[config.mk]
export PLATFORM = sky130hd
export DESIGN_NAME = dual_issue_queue
export DESIGN_NICKNAME = d
export VERILOG_FILES = /design/src/rtl/dual_issue_queue.sv
export SDC_FILE = /design/constraint.sdc
export NUM_CORES = 1
export LEC_CHECK = 0
export BUFFER_PORTS_ARGS = -buffer_cell sky130_fd_sc_hd__buf_4
export CORE_MARGIN = 2
export CORE_UTILIZATION = 34
export DETAILED_ROUTE_END_ITERATION = 8
export SLEW_MARGIN = 10
export SYNTH_ARGS = -nofsm -noshare
export SYNTH_HDL_FRONTEND = slang
export SYNTH_SLANG_ARGS = --single-unit
[constraint.sdc]
create_clock -name clk -period 10.28 [get_ports clk]
set_clock_uncertainty 0.1 [all_clocks]
set_input_delay 2.056 -clock clk [delete_from_list [all_inputs] [get_ports clk]]
set_output_delay 2.056 -clock clk [all_outputs]
set_load 0.03 [all_outputs]
[src/rtl/dual_issue_queue.sv]
// Dual-issue instruction queue: fetch pushes 0-2 per cycle, the hazard stage consumes 0-2 of the oldest pair.
// Latency: 1 cycle push-to-output; 0 cycles from empty when DUAL_ISSUE_QUEUE_BYPASS_EN is defined.
// Backpressure: push_ready drops when fewer than 2 slots are free; a rejected push is dropped whole.
module dual_issue_queue #(
    parameter int DEPTH      = 8,
    parameter int INST_WIDTH = 32,
    parameter int ADDR_WIDTH = 16,
    parameter int ID_WIDTH   = 8
) (
    input  logic                    clk,
    input  logic                    reset,
    input  logic                    flush,
    input  logic [1:0]              push_count,
    input  logic [INST_WIDTH-1:0]   push_inst0,
    input  logic [INST_WIDTH-1:0]   push_inst1,
    input  logic [ADDR_WIDTH-1:0]   push_pc0,
    input  logic [ADDR_WIDTH-1:0]   push_pc1,
    output logic                    push_ready,
    input  logic [1:0]              pop_count,
    output logic [INST_WIDTH-1:0]   instruction0_out,
    output logic [INST_WIDTH-1:0]   instruction1_out,
    output logic [ADDR_WIDTH-1:0]   pc0_out,
    output logic [ADDR_WIDTH-1:0]   pc1_out,
    output logic [ID_WIDTH-1:0]     id0_out,
    output logic [ID_WIDTH-1:0]     id1_out,
    output logic [1:0]              valid_out,
    output logic [$clog2(DEPTH):0]  count_out
);
    localparam int PW = $clog2(DEPTH);

    logic [INST_WIDTH-1:0] inst_mem [DEPTH];
    logic [ADDR_WIDTH-1:0] pc_mem   [DEPTH];
    logic [ID_WIDTH-1:0]   id_mem   [DEPTH];

    logic [PW-1:0]       rd_ptr, wr_ptr, rd_ptr1;
    logic [PW:0]         count, avail, pop_eff;
    logic [ID_WIDTH-1:0] next_id, id_b;
    logic [1:0]          push_n, pop_req;

    // Id 0 is reserved for bubbles, so the counter skips it on wrap.
    function automatic logic [ID_WIDTH-1:0] id_inc(input logic [ID_WIDTH-1:0] v);
        return (v == '1) ? ID_WIDTH'(1) : v + ID_WIDTH'(1);
    endfunction

    assign push_ready = (count <= (PW+1)'(DEPTH - 2));
    assign push_n     = !push_ready ? 2'd0 : (push_count == 2'd3) ? 2'd2 : push_count;
    assign pop_req    = (pop_count == 2'd3) ? 2'd2 : pop_count;
    assign id_b       = id_inc(next_id);
    assign rd_ptr1    = rd_ptr + PW'(1);
    assign count_out  = count;

`ifdef DUAL_ISSUE_QUEUE_BYPASS_EN
    logic bypass;
    assign bypass = (count == '0) && !flush && (push_n != 2'd0);
    assign avail  = bypass ? (PW+1)'(push_n) : count;
`else
    assign avail  = count;
`endif

    assign pop_eff = ((PW+1)'(pop_req) > avail) ? avail : (PW+1)'(pop_req);

    always_comb begin
        instruction0_out = '0;
        instruction1_out = '0;
        pc0_out          = '0;
        pc1_out          = '0;
        id0_out          = '0;
        id1_out          = '0;
        valid_out        = '0;
        if (count != '0) begin
            instruction0_out = inst_mem[rd_ptr];
            pc0_out          = pc_mem[rd_ptr];
            id0_out          = id_mem[rd_ptr];
            valid_out[0]     = 1'b1;
        end
        if (count >= (PW+1)'(2)) begin
            instruction1_out = inst_mem[rd_ptr1];
            pc1_out          = pc_mem[rd_ptr1];
            id1_out          = id_mem[rd_ptr1];
            valid_out[1]     = 1'b1;
        end
`ifdef DUAL_ISSUE_QUEUE_BYPASS_EN
        if (bypass) begin
            instruction0_out = push_inst0;
            pc0_out          = push_pc0;
            id0_out          = next_id;
            valid_out[0]     = 1'b1;
            if (push_n == 2'd2) begin
                instruction1_out = push_inst1;
                pc1_out          = push_pc1;
                id1_out          = id_b;
                valid_out[1]     = 1'b1;
            end
        end
`endif
    end

    // Bypassed entries are written like any push; rd_ptr then skips the ones consumed.
    always_ff @(posedge clk or negedge reset) begin
        if (!reset) begin
            rd_ptr  <= '0;
            wr_ptr  <= '0;
            count   <= '0;
            next_id <= ID_WIDTH'(1);
        end else if (flush) begin
            rd_ptr  <= '0;
            wr_ptr  <= '0;
            count   <= '0;
        end else begin
            wr_ptr <= wr_ptr + PW'(push_n);
            rd_ptr <= rd_ptr + pop_eff[PW-1:0];
            count  <= count + (PW+1)'(push_n) - pop_eff;
            if (push_n == 2'd1)
                next_id <= id_b;
            else if (push_n == 2'd2)
                next_id <= id_inc(id_b);
        end
    end

    always_ff @(posedge clk) begin
        if (!flush && push_n != 2'd0) begin
            inst_mem[wr_ptr] <= push_inst0;
            pc_mem[wr_ptr]   <= push_pc0;
            id_mem[wr_ptr]   <= next_id;
        end
        if (!flush && push_n == 2'd2) begin
            inst_mem[wr_ptr + PW'(1)] <= push_inst1;
            pc_mem[wr_ptr + PW'(1)]   <= push_pc1;
            id_mem[wr_ptr + PW'(1)]   <= id_b;
        end
    end
endmodule

## After elaboration in Yosys (flattened, before gate mapping)

Memories as Yosys holds them, arrays and structs flattened.
Cells that the tools add are included.
Widths: inputs -> output; s select.

- Memories kept: 3
- Register bits: 18
- Logic and storage cells: 55
- Bits in writable memories: 448
- Output and inout bits: 119
- Bits of input ports: 103

- Reduce and logical (&&, ||, !) cells: 7
- Equal/unequal tests: 6
- Add/sub/neg operators: 8
- Bitwise gates (word level): 1
- Multiplexer cells: 23
- $lt $le $gt $ge: 3

Memories:

| memory | words | bits a word | read ports | clocked after memory_dff | write ports | RTL line | text |
|---|---|---|---|---|---|---|---|
| inst_mem | 8 | 32 | 2 | 0 | 2 | 31 | `logic [INST_WIDTH-1:0] inst_mem [DEPTH];` |
| pc_mem | 8 | 16 | 2 | 0 | 2 | 32 | `logic [ADDR_WIDTH-1:0] pc_mem [DEPTH];` |
| id_mem | 8 | 8 | 2 | 0 | 2 | 33 | `logic [ID_WIDTH-1:0] id_mem [DEPTH];` |

Operator list:

| kind | number |
|---|---|
| $mux 32 | 2 |
| $mux 8 | 6 |
| $mux 16 | 2 |
| $add 8x1->8 const B | 2 |
| $eq 8x8->1 const B | 2 |
| $mux 4 | 2 |
| $add 3x1->3 const B | 2 |
| $eq 2x2->1 const B | 3 |
| $mux 1 | 6 |
| $mux 2 | 3 |
| $mux 3 | 2 |
| $add 4x2->4 | 1 |
| $ge 4x2->1 const B | 1 |
| $gt 2x4->1 | 1 |
| $le 4x3->1 const B | 1 |
| $reduce_bool 2->1 | 2 |
| $reduce_bool 4->1 | 1 |
| $sub 4x4->4 | 1 |
| $add 3x2->3 | 1 |
| $add 3x3->3 | 1 |
| $eq 2x1->1 const B | 1 |
| $logic_and 1x1->1 | 2 |
| $reduce_and 2->1 | 1 |
| $logic_not 1->1 | 1 |
| $not 1->1 | 1 |

## Longest topological paths before layout

Gate-level depths: netlist of the first run.

- Depth after elaboration: 7
- Gate-level depth with buffers: 14
- Gate-level depth less buffers: 13

## Worst setup path after synthesis of the first run

OpenSTA, ideal clock, no wires.

- Path type: input-to-reg
- From: in push_count[1]
- To: mem id_mem[0][0], enable pin
- Stages: 4
- Setup slack: 2.603 ns
- Setup time: 0.553 ns
- Data required time: 9.627 ns
- Data arrival time: 7.024 ns
- Path buffers: 0
- Cells stage by stage: nand3b_1 -> ha_1 -> or3_1 -> o31ai_1

RTL lines:

| element | RTL line | text |
|---|---|---|
| start, declared | 13 | `input logic [1:0] push_count,` |
| end, declared | 33 |  |

## Worst setup path in the final report of the first run

- From: reg rd_ptr[0]
- To: out instruction1_out[0]

- Word-level cells in the longest chain between the ends: 3

RTL lines:

| element | RTL line | text |
|---|---|---|
| start, declared | 35 | `logic [PW-1:0] rd_ptr, wr_ptr, rd_ptr1;` |
| start signal, assigned | 111 | `rd_ptr <= rd_ptr + pop_eff[PW-1:0];` |
| $add 3x1->3 | 49 | `assign rd_ptr1 = rd_ptr + PW'(1);` |
| $mem_v2 8x32 | - |  |
| $mux 32 | 76 | `if (count >= (PW+1)'(2)) begin` |
| end, declared | 21 | `output logic [INST_WIDTH-1:0] instruction1_out,` |

No other way between the ends.

==> results of run 1 <==
## layer usage
layer  wire (um)  share of wire  vias to the layer above  global-route usage
met5           0              0                        -                   0
met4        2490          0.027                        0              0.0649
met3        8280          0.089                      141              0.0343
met2       45200           0.49                     1100               0.365
met1       36600           0.40                    10582               0.288
li1            -              -                     9336                   -
## power by group through the flow
stage | clock network, W | registers, W | logic (W)
after detailed placement | 0 | 0.00262 | 0.00510
after floorplan | 0 | 0.00247 | 0.00353
after CTS | 0.00192 | 0.00258 | 0.00511
after global routing | 0.00199 | 0.00261 | 0.00539
final | 0.00190 | 0.00259 | 0.00506
after global placement | 0 | 0.00262 | 0.00506
## worst min-delay path, stage by stage, from the launching register on
cell and delay (ns):
dfstp_2 0.42, nand2_1 0.07, o21ai_0 0.07
## cell usage after synthesis (8+ instances only)
| cell | instances |
|---|---|
| nor3_1 | 10 |
| buf_4 | 11 |
| buf_1 | 47 |
| nor2_1 | 87 |
| xnor2_1 | 27 |
| edfxtp_1 | 448 |
| o21ai_0 | 43 |
| xor2_1 | 18 |
| nor2b_1 | 12 |
| dfrtp_1 | 17 |
| nand2_1 | 1336 |
| inv_1 | 12 |
| ha_1 | 17 |
| a21oi_1 | 68 |
| clkbuf_2 | 48 |
| mux2i_1 | 58 |
| buf_2 | 57 |
| clkbuf_1 | 124 |
| nand2b_1 | 8 |
| mux4_2 | 224 |
| nand3_1 | 9 |
## through the flow
step | setup slack (ns) | util | cells | area [sq um] | power, W
after floorplan | 2.60 | - | 2712 | 27800 | 0.00601
after global placement | 4.22 | 0.373 | 3739 | 30100 | 0.00768
after detailed placement | 4.15 | 0.373 | 3739 | 30100 | 0.00771
after CTS | 3.50 | 0.394 | 3837 | 31800 | 0.00961
after global routing | 3.67 | 0.394 | 3840 | 31900 | 0.0100
final | 3.92 | 0.394 | 3841 | 31900 | 0.00955
## cells by family (layout without fill, tap and decap cells)
logic type	count (synthesis)	in the layout	synth area share
DFF	466	466	0.500
buffers and inverters	300	366	0.0467
other	0	3	0
xor gates and xnor gates	45	45	0.0142
muxes	282	282	0.202
and+or+nand+nor	1474	1474	0.203
AOI/OAI and AO/OA	124	124	0.0240
adders and majority gates	21	21	0.0105
## final timing paths
check,startpoint,endpoint,slack (ns),depth (start not counted)
max in group asynchronous,reset,next_id[0],8.57,1
min reg2reg,next_id[0],next_id[0],0.46,2
min in group asynchronous,reset,count_out[0],1.21,1
min,next_id[0],next_id[0],0.46,2
max,rd_ptr[0],instruction1_out[0],3.92,6
max reg2reg,count_out[2],id_mem[5][4],5.29,10
## state kept, by name (all words and copies together), names as in the netlist
name	cells
next_id	8
inst_mem	256
id_mem	64
rd_ptr	3
count_out	4
wr_ptr	3
pc_mem	128
## cell type report
cell class	instances	area share
antenna	3	0.000236
clock buffer	71	0.0444
clock inverter	27	0.00907
inverter	13	0.00153
multi-input combinational	1946	0.405
sequential	466	0.437
tap	1060	0.0416
timing repair buffer	255	0.0611
==> impl_metrics.json, run 1 <==
{
  "cp.arrival_ns": 4.20,
  "post_cts_buffers": 0,
  "via_count": 21159,
  "initial_core_util": 0.344,
  "fin_hold_ws_ns": 0.462,
  "slew_viol_final": 0,
  "dieArea_sq_mm": 0.0842,
  "wl_per_cell_um": 24.1,
  "fin_crit_sh": 0.619,
  "multi_input_area_sq_mm": 0.0129,
  "ys_seq_area_frac": 0.500,
  "clkPwrFrac": 0.199,
  "worstMarginPinSlew_ns": 1.16,
  "rsz0062_at_grt": "no",
  "clock-sinks": 466,
  "design.core.area_sq_mm": 0.0808,
  "ant_nets": 0,
  "cp_common_cell": "buf_4",
  "worst_setup_path_start_kind": "flop",
  "syn2layout_area_growth_pct": 14.5,
  "ff_latch_area_sq_mm": 0.0139,
  "synthesis.area_sq_mm": 0.0278,
  "power_frac_comb": 0.530,
  "wl_mm": 92.6,
  "yosysWarnings": 0,
  "antenna_found_initial": 2,
  "powerDensity_mw_per_mm2": 300,
  "fin_crit_ns": 6.36,
  "critical_path_class": "flop to output port",
  "hold_path_class": "flop to flop",
  "crit_required_ns": 8.12,
  "grt_pass1_wl_mm": 137,
  "cpLargestDelayFamily": "flip-flops",
  "outcome": "completed",
  "ios": 222,
  "die_x_um": 290,
  "dp_hpwl_mm": 54.1,
  "n_fill_cell": 7602,
  "max-vdd-ir-drop_mv": 0.187,
  "critPathBufInv": 2,
  "crit_slowest_cell": "dfrtp_4",
  "place.gp.congestion": 0.775,
  "grt_max_degree": 136,
  "post-route-drc-count": 0,
  "layout_commonest_cell": "nand2_1",
  "ctsHtreeMaxLevel": 2,
  "grt_overflow": 0,
  "layout-drive-gt1-share": 0.212,
  "switching_power_w": 0.00412,
  "p_int_w": 0.00543,
  "drt-pass1-iter-count": 6,
  "grt.total_usage": 0.217,
  "syn_nets": 2836,
  "max-slew-margin-rel": 0.225,
  "path_cells": "ha_4 > xor2_4 > buf_4 > nand2_1 > a21oi_1 > buf_4",
  "swShare": 0.432,
  "synth_edf_count": 448,
  "seqPwrFrac": 0.271,
  "synth.avg_cell_area_sq_um": 10.3,
  "worst_setup_path_end_kind": "output port",
  "yosys.area.top_type": "edfxtp_1",
  "clockBufferDepth": 3,
  "p_leak_nw": 12.3,
  "synth_seq_cells": 466,
  "hold_viol_final": 0,
  "setup_viol": 0,
  "slowest_delay_ns": 0.92,
  "clk_pin_slew_ns": 0.06,
  "clk_latency_ns": 0.63,
  "fin_setup_tns_ns": 0,
  "drt-vias-per-instance": 5.51,
  "hold_buffers": 0,
  "clock.fmax_mhz": 157,
  "cts_resized": 0,
  "cts_root_buffer": "clkbuf_16",
  "synth_ff_type": "edfxtp_1",
  "most-common-layout-cells": "1332 x nand2_1, 448 x edfxtp_1, 253 x buf_4",
  "ys_top_cells_by_area": "edfxtp_1 48%, mux4_2 18%, nand2_1 18%",
  "async_flop_share": 0.0386,
  "cts_tree": "done",
  "cts_buffers": 54,
  "syn-instance-count": 2712,
  "yosysUniqueCellTypes": 43,
  "grt_pass1_vias": 20588,
  "drv_cap": 0,
  "port_buffers": 221,
  "die_y_um": 290,
  "row_count": 104,
  "fin_nets": 2860,
  "cp_max_fo": 43,
  "drtIter0Drc": 2273,
  "netlist.area_leader.share": 0.483
}
Note: power is estimated with default switching activity, not from simulation.
==> inputs of run 2 (changes only) <==
--- a/config.mk
+++ b/config.mk
@@ -5,6 +5,7 @@
 export SDC_FILE = /design/constraint.sdc
 export NUM_CORES = 1
 export LEC_CHECK = 0
+export ABC_AREA = 1
 export BUFFER_PORTS_ARGS = -buffer_cell sky130_fd_sc_hd__buf_4
 export CORE_MARGIN = 2
 export CORE_UTILIZATION = 34
==> constraint.sdc (replaced) <==
create_clock -name clk -period 5.15 [get_ports clk]
set_clock_uncertainty 0.1 [all_clocks]
set_input_delay 1.03 -clock clk [delete_from_list [all_inputs] [get_ports clk]]
set_output_delay 1.03 -clock clk [all_outputs]
set_load 0.03 [all_outputs]
==> run 2 against run 1 <==
Net effect:
- wire length rose by 3.0%
- critical endpoint is now pc1_out[2]
- sequential power increased by 90%
- design area decreased by 0.11%
- register-to-register slack worse by 4.1 ns
- sequential share of layout area about the same
==> impl_metrics.json, run 2 <==
{
  "most-common-layout-cells": "582 x o21ai_1, 516 x nor2_1, 506 x nand2_1",
  "grt_pass1_wl_mm": 142,
  "fin_crit_sh": 0.979,
  "p_leak_nw": 12.2,
  "via_count": 24665,
  "multi_input_area_sq_mm": 0.0119,
  "drt-vias-per-instance": 5.48,
  "async_flop_share": 0.0386,
  "outcome": "completed",
  "grt_pass1_vias": 22908,
  "synth.avg_cell_area_sq_um": 8.31,
  "clk_latency_ns": 0.61,
  "hold_path_class": "primary input to asynchronous set/reset pin",
  "clock.fmax_mhz": 198,
  "drv_cap": 0,
  "fin_setup_tns_ns": 0,
  "post-route-drc-count": 0,
  "dr_wl_met2_mm": 43.7,
  "synthesis.area_sq_mm": 0.0282,
  "r2r_start": "count_out[2]",
  "largest_reg_flops": 256,
  "ys_top_cells_by_area": "edfxtp_1 48%, o21ai_1 10%, o21ai_0 7.7%",
  "clk_pin_slew_ns": 0.06,
  "regMostFlops": "inst_mem",
  "clockBufferDepth": 3,
  "port_buffers": 221,
  "ios": 222,
  "powerDensity_mw_per_mm2": 657,
  "r2r_cells": 14,
  "place.gp.congestion": 0.806,
  "design.core.area_sq_mm": 0.0820,
  "drtIter0Drc": 2496,
  "ctsHtreeMaxLevel": 2,
  "switching_power_w": 0.0103,
  "power_frac_comb": 0.587,
  "wl_mm": 95.3,
  "top_regs": "inst_mem x256, pc_mem x128, id_mem x64",
  "synth_seq_cells": 466,
  "routedLengthMet1_mm": 41.3,
  "max-slew-margin-rel": 0.189,
  "worstReg2RegEnd": "id_mem[4][5]",
  "wl_met3_mm": 7.17,
  "seqPwrFrac": 0.236,
  "die_y_um": 292,
  "syn2layout_area_growth_pct": 13.1,
  "layout_commonest_cell": "o21ai_1",
  "highest_layer": "met5",
  "synth.top_cells.by_count": "586 x o21ai_1, 517 x nor2_1, 507 x nand2_1",
  "r2r_setup_slack_ns": 1.15,
  "yosys.area.top_type": "edfxtp_1",
  "dpl_cell_area_sq_mm": 0.0302,
  "grt_max_degree": 245,
  "antenna_found_initial": 3,
  "synth_edf_count": 448,
  "finalPower_w": 0.0209,
  "yosysMostFrequentCell": "o21ai_1",
  "hold_buffers": 0,
  "setup.worst_path.start": "rd_ptr[0]",
  "worstMarginPinSlew_ns": 1.22,
  "drt-pass1-iter-count": 6,
  "worst_setup_path_start_kind": "flop",
  "max-vdd-ir-drop_mv": 0.723,
  "cp.arrival_ns": 3.91,
  "syn_nets": 3513,
  "critical_path_class": "flop to output port",
  "cts_buffers": 54,
  "wl_per_cell_um": 21.2,
  "dieArea_sq_mm": 0.0851,
  "preCtsSetupSlack_ns": 0.797,
  "cts_tree": "done",
  "die_x_um": 292,
  "netlist.area_leader.share": 0.478,
  "fin_nets": 3510,
  "hold_viol_final": 0,
  "ys_seq_area_frac": 0.494,
  "fin_area_sq_mm": 0.0318,
  "fin_hold_ws_ns": 0.195,
  "setup_viol": 0,
  "yosysWarnings": 0,
  "rsz0062_at_grt": "no",
  "layout-drive-gt1-share": 0.134,
  "p_int_w": 0.0107,
  "grt_overflow": 0,
  "crit_required_ns": 4.02,
  "clkPwrFrac": 0.177,
  "worst_setup_path_end_kind": "output port",
  "post_cts_buffers": 0,
  "cts_root_buffer": "clkbuf_16",
  "dp_hpwl_mm": 54.4,
  "swShare": 0.490,
  "ant_nets": 0,
  "clock-sinks": 466,
  "initial_core_util": 0.343,
  "cts_resized": 0,
  "grt.total_usage": 0.217,
  "cp_max_fo": 36,
  "finalWorstSetupSlack_ns": 0.108,
  "fin_crit_ns": 5.04,
  "slew_viol_final": 0,
  "synth_ff_type": "edfxtp_1",
  "syn-instance-count": 3389,
  "row_count": 105,
  "n_fill_cell": 8247,
  "yosysUniqueCellTypes": 38,
  "ff_latch_area_sq_mm": 0.0139,
  "crit_end": "pc1_out[2]"
}
==> run 2: cells by family (layout without fill, tap and decap cells) <==
family,after synthesis,after routing,share of synthesized area
XOR/XNOR,6,6,0.00187
AND/OR/NAND/NOR,1112,1112,0.154
adder cells (fa/ha/maj),21,21,0.0104
AO/OA/AOI/OAI,1272,1272,0.253
other,0,2,0
flip-flops,466,466,0.494
buffers and inverters,512,553,0.0872
==> run 2: how the worst min path moves through the flow <==
stage          cells past startpoint  slack [ns]      endpoint
3_3_place_gp                       2        0.44    next_id[0]
5_1_grt                            1        0.20  count_out[3]
3_5_place_dp                       2        0.44    next_id[0]
4_1_cts                            1        0.18  count_out[3]
6_report                           1        0.19  count_out[3]
2_1_floorplan                      2        0.41    next_id[6]
==> run 2: per-stage QoR <==
step | cells | util
floorplan | 3389 | -
global placement | 4400 | 0.368
detailed placement | 4400 | 0.368
CTS | 4500 | 0.388
global route | 4502 | 0.388
finish | 4502 | 0.388
==> run 2: area by class of cell <==
cell class / instances / share of cell area
inverters: 176 / 0.0219
diodes: 2 / 0.000157
clock inverters: 33 / 0.00774
well taps: 1070 / 0.0421
repair buffers: 277 / 0.0720
clock buffers: 67 / 0.0447
flip-flops and latches: 466 / 0.437
multi-input cells: 2411 / 0.374
==> run 2: worst max-delay path: stages (launching register included) <==
cell	delay [ns]
dfrtp_4	0.65
ha_4	0.49
inv_4	0.37
buf_4	0.41
buf_4	0.28
o21ai_0	0.11
o221a_1	0.28
nor3_1	0.32
buf_4	0.18
buf_4	0.15
==> run 2: power groups by stage <==
stage / clock [W] / sequential (W) / combinational [W]
6_report: 0.00371 / 0.00493 / 0.0123
5_1_grt: 0.00390 / 0.00498 / 0.0132
4_1_cts: 0.00376 / 0.00493 / 0.0123
3_5_place_dp: 0 / 0.00500 / 0.0122
3_3_place_gp: 0 / 0.00500 / 0.0121
2_1_floorplan: 0 / 0.00494 / 0.00790
==> run 2: layer usage <==
metal  vias to the layer above  global-route usage
met5                         -                   0
met4                         2              0.0796
met3                       174              0.0302
met2                       962               0.348
met1                     11638               0.300
li1                      11889                   -
